**src/rtl/cache_mem_arbiter.sv**
```systemverilog
// Shares one burst-mode memory port between the I-cache and D-cache controllers.
// It moves one full line at a time and turns each line into a sequence of memory beats.
module cache_mem_arbiter #(
    parameter int unsigned LINE_W  = 256,
    parameter int unsigned BURST_W = 64,
    parameter int unsigned ADDR_W  = 32
) (
    input  logic              clk,
    input  logic              rst,
    input  logic              i_read,
    input  logic [ADDR_W-1:0] i_addr,
    output logic [LINE_W-1:0] i_rdata,
    output logic              i_resp,
    input  logic              d_read,
    input  logic              d_write,
    input  logic [ADDR_W-1:0] d_addr,
    input  logic [LINE_W-1:0] d_wdata,
    output logic [LINE_W-1:0] d_rdata,
    output logic              d_resp,
    output logic              mem_read,
    output logic              mem_write,
    output logic [ADDR_W-1:0] mem_addr,
    output logic [BURST_W-1:0] mem_wdata,
    input  logic [BURST_W-1:0] mem_rdata,
    input  logic              mem_resp
);

    localparam int unsigned BEATS = LINE_W / BURST_W;
    localparam int unsigned CNT_W = $clog2(BEATS);
    localparam logic [CNT_W-1:0] LAST_BEAT = CNT_W'(BEATS - 1);
    localparam logic [ADDR_W-1:0] LINE_MASK = ~ADDR_W'(32'h1F);
    localparam logic GRANT_I = 1'b0;
    localparam logic GRANT_D = 1'b1;

    typedef enum logic [2:0] {
        IDLE,
        I_RD,
        D_RD,
        D_WR,
        DONE
    } state_t;

    state_t             state, state_next;
    logic [CNT_W-1:0]   cnt, cnt_next;
    logic [LINE_W-1:0]  line_buf, buf_next;
    logic [ADDR_W-1:0]  addr_q, addr_next;
    logic               last_grant, grant_next;
    logic               d_req;

    assign d_req = d_read | d_write;

    // State and datapath registers
    always_ff @(posedge clk) begin
        if (rst) begin
            state      <= IDLE;
            cnt        <= '0;
            line_buf   <= '0;
            addr_q     <= '0;
            last_grant <= GRANT_I;
        end else begin
            state      <= state_next;
            cnt        <= cnt_next;
            line_buf   <= buf_next;
            addr_q     <= addr_next;
            last_grant <= grant_next;
        end
    end

    // Next-state, grant and beat bookkeeping
    always_comb begin
        state_next = state;
        cnt_next   = cnt;
        buf_next   = line_buf;
        addr_next  = addr_q;
        grant_next = last_grant;
        case (state)
            IDLE: begin
                // On a conflict, the cache that lost the previous grant wins.
                if (i_read && (!d_req || last_grant == GRANT_D)) begin
                    state_next = I_RD;
                    addr_next  = i_addr;
                    grant_next = GRANT_I;
                    cnt_next   = '0;
                end else if (d_req) begin
                    state_next = d_write ? D_WR : D_RD;
                    addr_next  = d_addr;
                    grant_next = GRANT_D;
                    cnt_next   = '0;
                    if (d_write) begin
                        buf_next = d_wdata;
                    end
                end
            end
            I_RD, D_RD: begin
                if (mem_resp) begin
                    buf_next[cnt*BURST_W +: BURST_W] = mem_rdata;
                    cnt_next = cnt + CNT_W'(1);
                    if (cnt == LAST_BEAT) begin
                        state_next = DONE;
                    end
                end
            end
            D_WR: begin
                if (mem_resp) begin
                    cnt_next = cnt + CNT_W'(1);
                    if (cnt == LAST_BEAT) begin
                        state_next = DONE;
                    end
                end
            end
            DONE:    state_next = IDLE;
            default: state_next = IDLE;
        endcase
    end

    // Memory-side outputs depend only on registered state, so they have no path from the request inputs.
    assign mem_read  = (state == I_RD) || (state == D_RD);
    assign mem_write = (state == D_WR);
    assign mem_addr  = addr_q & LINE_MASK;
    assign mem_wdata = (state == D_WR) ? line_buf[cnt*BURST_W +: BURST_W] : '0;

    assign i_resp  = (state == DONE) && (last_grant == GRANT_I);
    assign d_resp  = (state == DONE) && (last_grant == GRANT_D);
    assign i_rdata = line_buf;
    assign d_rdata = line_buf;

endmodule
```
**config.mk**
```make
export PLATFORM = sky130hd
export DESIGN_NAME = cache_mem_arbiter
export DESIGN_NICKNAME = d
export VERILOG_FILES = /design/src/rtl/cache_mem_arbiter.sv
export SDC_FILE = /design/constraint.sdc
export NUM_CORES = 1
export LEC_CHECK = 0
export ABC_AREA = 1
export CAP_MARGIN = 15
export CELL_PAD_IN_SITES_DETAIL_PLACEMENT = 1
export CELL_PAD_IN_SITES_GLOBAL_PLACEMENT = 1
export CORE_AREA = 2 2 390 392
export CTS_CLUSTER_DIAMETER = 50
export DETAILED_ROUTE_END_ITERATION = 12
export DIE_AREA = 0 0 392 394
export DONT_BUFFER_PORTS = 1
export PLACE_DENSITY_LB_ADDON = 0.25
export REMOVE_ABC_BUFFERS = 1
export SYNTH_ARGS = -nofsm -noshare
export SYNTH_HDL_FRONTEND = slang
export SYNTH_SLANG_ARGS = --single-unit
```
**constraint.sdc**
```tcl
create_clock -name clk -period 3 [get_ports clk]
set_input_delay 0.6 -clock clk [delete_from_list [all_inputs] [get_ports clk]]
set_output_delay 0.6 -clock clk [all_outputs]
set_load 0.005 [all_outputs]
```
; ---- After elaboration in Yosys (flattened, before gate mapping)
; Cells that the tools add are included.
[totals]
regBits = 294
latch_bits = 0
mem_bits_rw = 0
mem_bits_ro = 0
input_bits = 390
out_inout_bits = 612
word_cells = 61
mem_count = 0
[op_classes]
add_sub_neg = 2
n_mul = 0
div = 0
n_lt_le_gt_ge = 0
eq_ne = 12
n_shift = 3
mux = 21
bitwise_logic = 2
n_reduce_logical = 16
[op_table]
columns = op, n
row1 = 2-to-1 mux 256 bit, 4
row2 = one-hot mux 256 bit (2 select lines), 1
row3 = bitwise mux 256 bit, 1
row4 = variable shift 64 x 34 -> 256 bit (first input constant), 1
row5 = variable part select 256 x 9 -> 64 bit, 1
row6 = variable part select 64 x 34 -> 256 bit, 1
row7 = 2-to-1 mux 32 bit, 2
row8 = 2-to-1 mux 64 bit, 1
row9 = negation 8 -> 34 bit, 1
row10 = 2-to-1 mux 3 bit, 4
row11 = inequality test 2 bit (second input constant), 4
row12 = equality test 3 x 2 -> 1 bit (second input constant), 2
row13 = 2-to-1 mux 2 bit, 3
row14 = one-hot mux 3 bit (2 select lines), 1
row15 = AND reduction 3 bit, 2
row16 = nonzero test 2 bit, 3
row17 = AND reduction 5 bit, 1
row18 = inequality test 2 x 1 -> 1 bit (second input constant), 2
row19 = one-hot mux 2 bit (2 select lines), 1
row20 = equality test 3 x 1 -> 1 bit (second input constant), 1
row21 = equality test 3 bit (second input constant), 1
row22 = logical AND 1 bit, 3
row23 = zero test 3 bit, 1
row24 = 2-to-1 mux 1 bit, 3
row25 = 10 further kinds, 11

; ---- Longest topological paths before layout
; Gate-level depths: netlist (run 1).
[depth]
ltp_word = 6
mapped_depth = 12
ltp_nobuf = 10

; ---- Worst setup path after synthesis (run 1)
; No wires, ideal clock.
[synth_timing]
path_kind = reg-to-reg
startpoint = register cnt[0]
endpoint = register line_buf[206], in the netlist d_rdata[206]
setup_time_ps = 64
arrival_ps = 2336
required_ps = 2936
setup_slack_ps = 600
stages_incl_launch_ff = 11
path_buffers = 3
synth_period_minus_slack_ps = 2400
path_cell_list = dfxtp_1 > clkinv_1 > clkbuf_1 > clkbuf_1 > ha_1 > nor2_1 > clkbuf_1 > nand2_1 > o21ai_0 > nor2_1 > nor2_1
[synth_via]
elab_chain_cells = 5
word_cells_on_any_way = 6
classes_between = add/sub: 1 / shift: 2 / mux: 3
[synth_lines]
columns = element, line_no
row1 = start: declaration, 44  ; logic [CNT_W-1:0] cnt, cnt_next;
row2 = start signal: assignment, 62  ; cnt <= cnt_next;
row3 = negation 8 -> 34 bit *, 96  ; buf_next[cnt*BURST_W +: BURST_W] = mem_rdata;
row4 = variable part select 64 x 34 -> 256 bit or variable shift 64 x 34 -> 256 bit (tied branches), 96
row5 = bitwise mux 256 bit *, 96
row6 = 2-to-1 mux 256 bit *, 95  ; if (mem_resp) begin
row7 = one-hot mux 256 bit (2 select lines) *, 76  ; case (state)
row8 = end signal: assignment, 63  ; line_buf <= buf_next;
row9 = end: declaration, 45  ; logic [LINE_W-1:0] line_buf, buf_next;
; Every way passes the cells marked *; elsewhere a longest branch is shown, timed or not. The select of a mux whose other input is x is not followed.
; A chain may end at the register's enable or synchronous reset.

; ---- Worst setup path in the final report (run 1)
[layout_timing]
startpoint = register cnt[0]
endpoint = output mem_wdata[44]
[layout_via]
elab_chain_cells = 2
[layout_lines]
columns = element, line_no
row1 = variable part select 256 x 9 -> 64 bit, 120  ; assign mem_wdata = (state == D_WR) ? line_buf[cnt*BURST_W +: BURST_W] : '0;
row2 = 2-to-1 mux 64 bit, 120
row3 = end: declaration, 23  ; output logic [BURST_W-1:0] mem_wdata,
; No other way between the ends.

==> flow_summary_export.csv, run 1 <==
group,metric,value,unit
grt,grt_max_degree,109,
clocking,h-tree-depth,3,
power_and_ir_drop,clkPwrFrac,29.6,%
setup_path,reg2reg_depth,8,
power_and_ir_drop,switching_share,49.8,%
synth,ys.warnings.count,0,
placed_design,placedCellCount,5301,
job,drv_cap,0,
power_and_ir_drop,comb_power_share,47.8,%
detailed_routing,drt_pass1_iterations,5,
setup_path,critPathMaxStageDelay,0.41,ns
power_and_ir_drop,vdd_drop_max,0.000527,V
timing,hold_violations,0,
placed_design,place_area,21600,um^2
power_and_ir_drop,switchingPower,16.1,mW
grt,antenna_found_initial,15,
cells_and_area,syn2layout_area_growth,18.6,%
power_and_ir_drop,internal-power,16.2,mW
setup_path,worstPathCellList,"buf_12 -> buf_4 -> o21ai_0 -> a21oi_1 -> buf_4",
timing,setup_violations,0,
placed_design,numPortBuffers,0,
cells_and_area,final_nets,3753,
synth,synthCells,3636,
power_and_ir_drop,power_density,1310,nW/um^2
hold_path,hold_depth,3,
floorplan,die_area,154000,um^2
cells_and_area,stdcell_count,5464,
synth,synth_edf_count,0,
hold_path,hold_class,"input pin to flop",
timing,rsz0062_at_grt,"false",
detailed_routing,drt-wirelength-per-cell,22.6,um
setup_path,r2r-end,"d_rdata[2]",
synth,synthFlopType,"dfxtp_1",
clocking,cts_tree,"yes",
detailed_routing,remaining_drc_errors,0,
setup_path,reg2reg_slack,0.52,ns
setup_path,critPathArrivalTime,2.25,ns
cells_and_area,drive_above_1_share,8.47,%
power_and_ir_drop,power_frac_seq,22.6,%
setup_path,required,2.40,ns
setup_path,crit_path_start,"cnt[0]",
synth,syn_area,20800,um^2
clocking,numClockSinks,289,
power_and_ir_drop,leakage,11.9,nW
timing,fmax,0.351,GHz
synth,async_flop_share,0,%
hold_path,hp-start,"rst",
placed_design,hpwlAfterDp,87.8,mm
floorplan,die_x,392,um
timing,tightestPinTransition,0.853,ns
grt,grt_pass1_wl,171,mm
floorplan,ios,1002,
synth,synth-seq-cells,289,
grt,first_global_vias,21913,
grt,grt-ovfl-total,0,
detailed_routing,via_count,21074,
timing,min_period_over_period,94.9,%
floorplan,rows,143,
timing,finalMaxSlewViolations,0,
floorplan,die_h,394,um
synth,synth_cell_types,27,
grt,grt_usage,15.5,%
timing,slew-limit-headroom,42.9,%
timing,hold_ws,0.0919,ns
setup_path,end_kind,"output port",
synth,avgSynthCellArea,5.72,um^2
clocking,clk_pin_slew,0.05,ns
setup_path,critPathLaunchType,"flop",
detailed_routing,via_per_inst,3.86,
power_and_ir_drop,p_total,32.3,mW
detailed_routing,drt_iter0_drc,875,
setup_path,critPathMostFrequentCell,"buf_4",
clocking,cts_root_buffer,"clkbuf_16",
floorplan,core-area,151000,um^2
timing,clock_skew,0.0246,ns
setup_path,crit_path_max_fanout,46,
cells_and_area,stdcell_area,24600,um^2
timing,period_minus_slack,2.85,ns
clocking,cts_made_buffers,82,
status,run_status,"finished, final reports clean",
setup_path,critPathSlowestCell,"dfxtp_4",
setup_path,r2r-start,"cnt[0]",
clocking,worstSkewPairLatency,0.67,ns
hold_path,whs_endpoint,"addr_q[24]",
setup_path,crit_type,"flop to output port",
floorplan,start_util,13.8,%
clocking,cts.path.max_buffers,3,
detailed_routing,ant_nets,0,
timing,timing.final.ws_setup,0.154,ns
synth,yosysSeqAreaShare,27.8,%
placed_design,dp_slack,0.369,ns
placed_design,globalplace.congestion,0.821,
detailed_routing,wirelength,123,mm
[cell usage after synthesis, drive strengths merged, types with 3 or more instances]
cell type	count	area share, %
a21oi	196	4.7
buf	396	14
clkbuf	98	1.8
dfxtp	289	28
ha	5	0.30
inv	486	8.8
nand2	1044	19
nand3	5	0.22
nor2	663	12
nor3	3	0.072
o21a	64	2.3
o21ai	381	9.2
[metrics by stage]
stage / TNS [ns] / utilization, %
2_1_floorplan: -1919.81 / -
3_3_place_gp: 0 / 14.3
3_5_place_dp: 0 / 14.3
4_1_cts: -0.174 / 16.3
5_1_grt: 0 / 16.3
6_report: 0 / 16.4
[placed cells by master, fill, tap and decap left out, types with 3 or more instances in the layout]
cell type / instances
a21oi_1: 194
buf_12: 29
buf_4: 92
bufinv_16: 10
clkbuf_1: 13
clkbuf_16: 88
clkbuf_8: 20
clkinv_2: 13
clkinvlp_4: 3
conb_1: 5
dfxtp_1: 287
diode_2: 10
ha_1: 5
inv_1: 479
inv_2: 3
inv_8: 3
nand2_1: 1038
nand2_4: 3
nand3_4: 5
nor2_1: 659
nor2_4: 3
nor3_1: 3
o21a_1: 64
o21ai_0: 357
o21ai_1: 24
[state kept, by name, summed over array words and instances (netlist names)]
register,count
d_rdata,256
last_grant,1
state,3
addr_q,27
cnt,2
[cell families (layout without fill, tap and decap cells)]
logic type      after synthesis  after routing  synth area share [%]
simple gates               1718           1718                  31.4
buf+inv                     981            765                  24.2
compound gates              642            642                  16.2
flops                       289            289                  27.8
fa+ha+maj                     5              5                 0.301
other cells                   1             15                0.0180
[routing by layer]
layer / up-vias / track usage [%] / share of wire (%)
li1: 10173 / - / -
met5: - / 0 / 0.065
met3: 164 / 5.63 / 8.5
met2: 725 / 25.9 / 47
met4: 14 / 4.65 / 2.4
met1: 9998 / 18.5 / 42
[what timing repair did]
action                     CTS  global route
setup endpoints to repair   35             6
cloned                       0             1
setup buffers                0             0
gates resized for setup      9             6
hold endpoints to repair    18             0
hold buffers                 2             0
[layout make-up]
type / count / area (um^2)
well taps: 2030 / 2540
inverters: 487 / 1860
clock inverters: 30 / 449
diodes: 10 / 25.0
repair buffers: 128 / 1390
multi-input cells: 2370 / 10100
clock buffers: 120 / 2500
flip-flops and latches: 289 / 5790
fillers: 18799 / 126000
[worst max-delay path: cells and delay by family (launching register included)]
family                 cells  cell delay (ns)
AO/OA/AOI/OAI              2             0.37
buffers and inverters      3             0.72
flip-flops                 1             0.41
[how the worst max path moves through the flow]
stage	slack [ns]	end	cells past startpoint
after floorplan	-6.68	d_rdata[0]	8
after global placement	0.41	d_rdata[57]	9
after detailed placement	0.37	d_rdata[58]	8
after CTS	-0.05	mem_wdata[8]	7
after global routing	0.0009	mem_wdata[3]	7
final	0.15	mem_wdata[44]	5
[power groups by stage]
stage | sequential (mW) | combinational, mW | clock (mW)
global route | 7.54 | 17.6 | 10.1
finish | 7.30 | 15.4 | 9.57
detailed placement | 7.41 | 15.7 | 0
global placement | 7.42 | 15.6 | 0
CTS | 7.35 | 15.9 | 9.89
floorplan | 6.62 | 9.09 | 0
No activity file was read; power rests on OpenSTA's default activity.
==> run 2, diff against run 1 <==
--- a/config.mk
+++ b/config.mk
@@ -14,6 +14,7 @@
 export DETAILED_ROUTE_END_ITERATION = 12
 export DIE_AREA = 0 0 392 394
 export DONT_BUFFER_PORTS = 1
+export GPL_ROUTABILITY_DRIVEN = 0
 export PLACE_DENSITY_LB_ADDON = 0.25
 export REMOVE_ABC_BUFFERS = 1
 export SYNTH_ARGS = -nofsm -noshare
==> constraint.sdc (replaced) <==
create_clock -name clk -period 3 [get_ports clk]
set_input_delay 0.75 -clock clk [delete_from_list [all_inputs] [get_ports clk]]
set_output_delay 0.75 -clock clk [all_outputs]
set_load 0.005 [all_outputs]
==> run 2 against run 1 <==
Effect of this change:
- die area did not move
- critical path depth grew 2
- global-route usage increased by 0.29 points
- non-clock buffer count is 2 lower
- routed wire length increased by 2.7%
- design area grew 0.18%
- hold slack better by 0.11 ns
- clock skew grew 0.00093 ns
- worst setup slack worse by 0.092 ns
- largest cell class unchanged
==> flow_summary_export.csv, run 2 (synthesis results as in run 1) <==
group,metric,value,unit
cells_and_area,layout_common_cells,"nand2_1, nor2_1, inv_1",
grt,antenna_found_initial,19,
setup_path,crit_path_start,"cnt[0]",
floorplan,core-area,151000,um^2
setup_path,critPathLaunchType,"flop",
timing,period_minus_slack,2.94,ns
detailed_routing,wirelength,127,mm
floorplan,die_h,394,um
detailed_routing,drt-wirelength-per-cell,23.3,um
detailed_routing,ant_nets,0,
timing,finalMaxSlewViolations,0,
clocking,cts_root_buffer,"clkbuf_16",
detailed_routing,drt_pass1_iterations,5,
clocking,h-tree-depth,3,
grt,grt_max_degree,109,
timing,fmax,0.340,GHz
grt,first_global_vias,21676,
clocking,cts_tree,"yes",
cells_and_area,largest_reg_flops,256,
placed_design,numPortBuffers,0,
cells_and_area,final_nets,3749,
job,drv_cap,0,
placed_design,hpwlAfterDp,88.9,mm
floorplan,rows,143,
cells_and_area,utilization,16.4,%
detailed_routing,via_per_inst,3.91,
setup_path,end_kind,"output port",
floorplan,ios,1002,
power_and_ir_drop,vdd_drop_max,0.000715,V
setup_path,crit_type,"flop to output port",
setup_path,required,2.25,ns
detailed_routing,remaining_drc_errors,0,
detailed_routing,drt_iter0_drc,1034,
timing,hold_violations,0,
cells_and_area,syn2layout_area_growth,18.8,%
power_and_ir_drop,leakage,11.9,nW
floorplan,start_util,13.8,%
timing,clock_skew,0.0255,ns
timing,min_period_over_period,97.9,%
power_and_ir_drop,p_total,32.7,mW
status,run_status,"finished, final reports clean",
clocking,clk_pin_slew,0.04,ns
cells_and_area,multi_input_area,10100,um^2
setup_path,critPathArrivalTime,2.19,ns
clocking,numClockSinks,289,
grt,grt_pass1_wl,172,mm
grt,grt_usage,15.8,%
cells_and_area,drive_above_1_share,8.61,%
cells_and_area,nFillCells,18815,
floorplan,die_area,154000,um^2
cells_and_area,layout_commonest_cell,"nand2_1",
grt,grt-ovfl-total,0,
timing,setup_violations,0,
setup_path,reg2reg_slack,0.39,ns
clocking,cts_hold_buffers,0,
setup_path,r2r-start,"cnt[0]",
clocking,worstSkewPairLatency,0.66,ns
timing,fin_tns_setup,0,ns
hold_path,hp-start,"rst",
detailed_routing,via_count,21328,
clocking,cts_made_buffers,80,
setup_path,crit_path_max_fanout,44,
timing,tightestPinTransition,0.810,ns
floorplan,die_x,392,um
timing,hold_ws,0.201,ns
power_and_ir_drop,power_density,1320,nW/um^2
timing,slew-limit-headroom,46.0,%
hold_path,hold_class,"input pin to flop",
clocking,cts.path.max_buffers,3,
timing,rsz0062_at_grt,"true",
cells_and_area,seqCellArea,5790,um^2
run 2: final cells by class:
| cell class | count | area share [%] |
|---|---|---|
| Clock inverter | 30 | 1.83 |
| Multi-Input combinational cell | 2370 | 41.1 |
| Inverter | 487 | 7.50 |
| Sequential cell | 289 | 23.5 |
| Timing Repair Buffer | 126 | 6.40 |
| Clock buffer | 111 | 9.35 |
| Tap cell | 2030 | 10.3 |
| Antenna cell | 8 | 0.0811 |
run 2: timing repair:
action                     CTS  global route
gates cloned                 4             1
setup endpoints to repair   64            12
resized for setup           31            13
pin swaps                    6             6
setup buffers                1             1
run 2: metrics by stage:
step	area (um^2)	std cells	worst slack, ns
after CTS	24600	5442	-0.0493
after global placement	21600	5296	0.274
final	24700	5451	0.0624
after detailed placement	21600	5296	0.244
after global routing	24700	5446	-0.0777
after floorplan	17600	3146	-6.68
run 2: worst max-delay path: stages (launching register included):
cell     delay (ns)
dfxtp_4        0.36
buf_12         0.15
buf_16         0.17
a21oi_1        0.20
o21ai_0        0.12
a21oi_2        0.16
buf_4          0.15
buf_4          0.12
run 2: where the power goes:
group          internal [mW]  switching [mW]
clock                   6.23            2.88
combinational           4.86            11.4
sequential              5.15            2.12
run 2: metal layers:
layer	vias to the layer above	part of all wire, %	GRT usage (%)
met5	-	0.081	0
met4	16	2.6	5.10
met3	173	8.5	5.56
met2	801	47	26.2
met1	10190	42	19.0
li1	10148	-	-
run 2: path summary, 6_finish.rpt:
| path | cells past startpoint | to |
|---|---|---|
| setup / recovery | 7 | mem_wdata[8] |
| hold / removal | 1 | state[0] |
| setup reg to reg | 9 | d_rdata[56] |
| hold reg to reg | 2 | last_grant |
==> run 3, diff against run 2 <==
--- a/config.mk
+++ b/config.mk
@@ -6,7 +6,7 @@
 export NUM_CORES = 1
 export LEC_CHECK = 0
 export ABC_AREA = 1
-export CAP_MARGIN = 15
+export CAP_MARGIN = 20
 export CELL_PAD_IN_SITES_DETAIL_PLACEMENT = 1
 export CELL_PAD_IN_SITES_GLOBAL_PLACEMENT = 1
 export CORE_AREA = 2 2 390 392
==> results of run 3 <==
No change in the layout: final DEF, timing and power equal those of run 2.
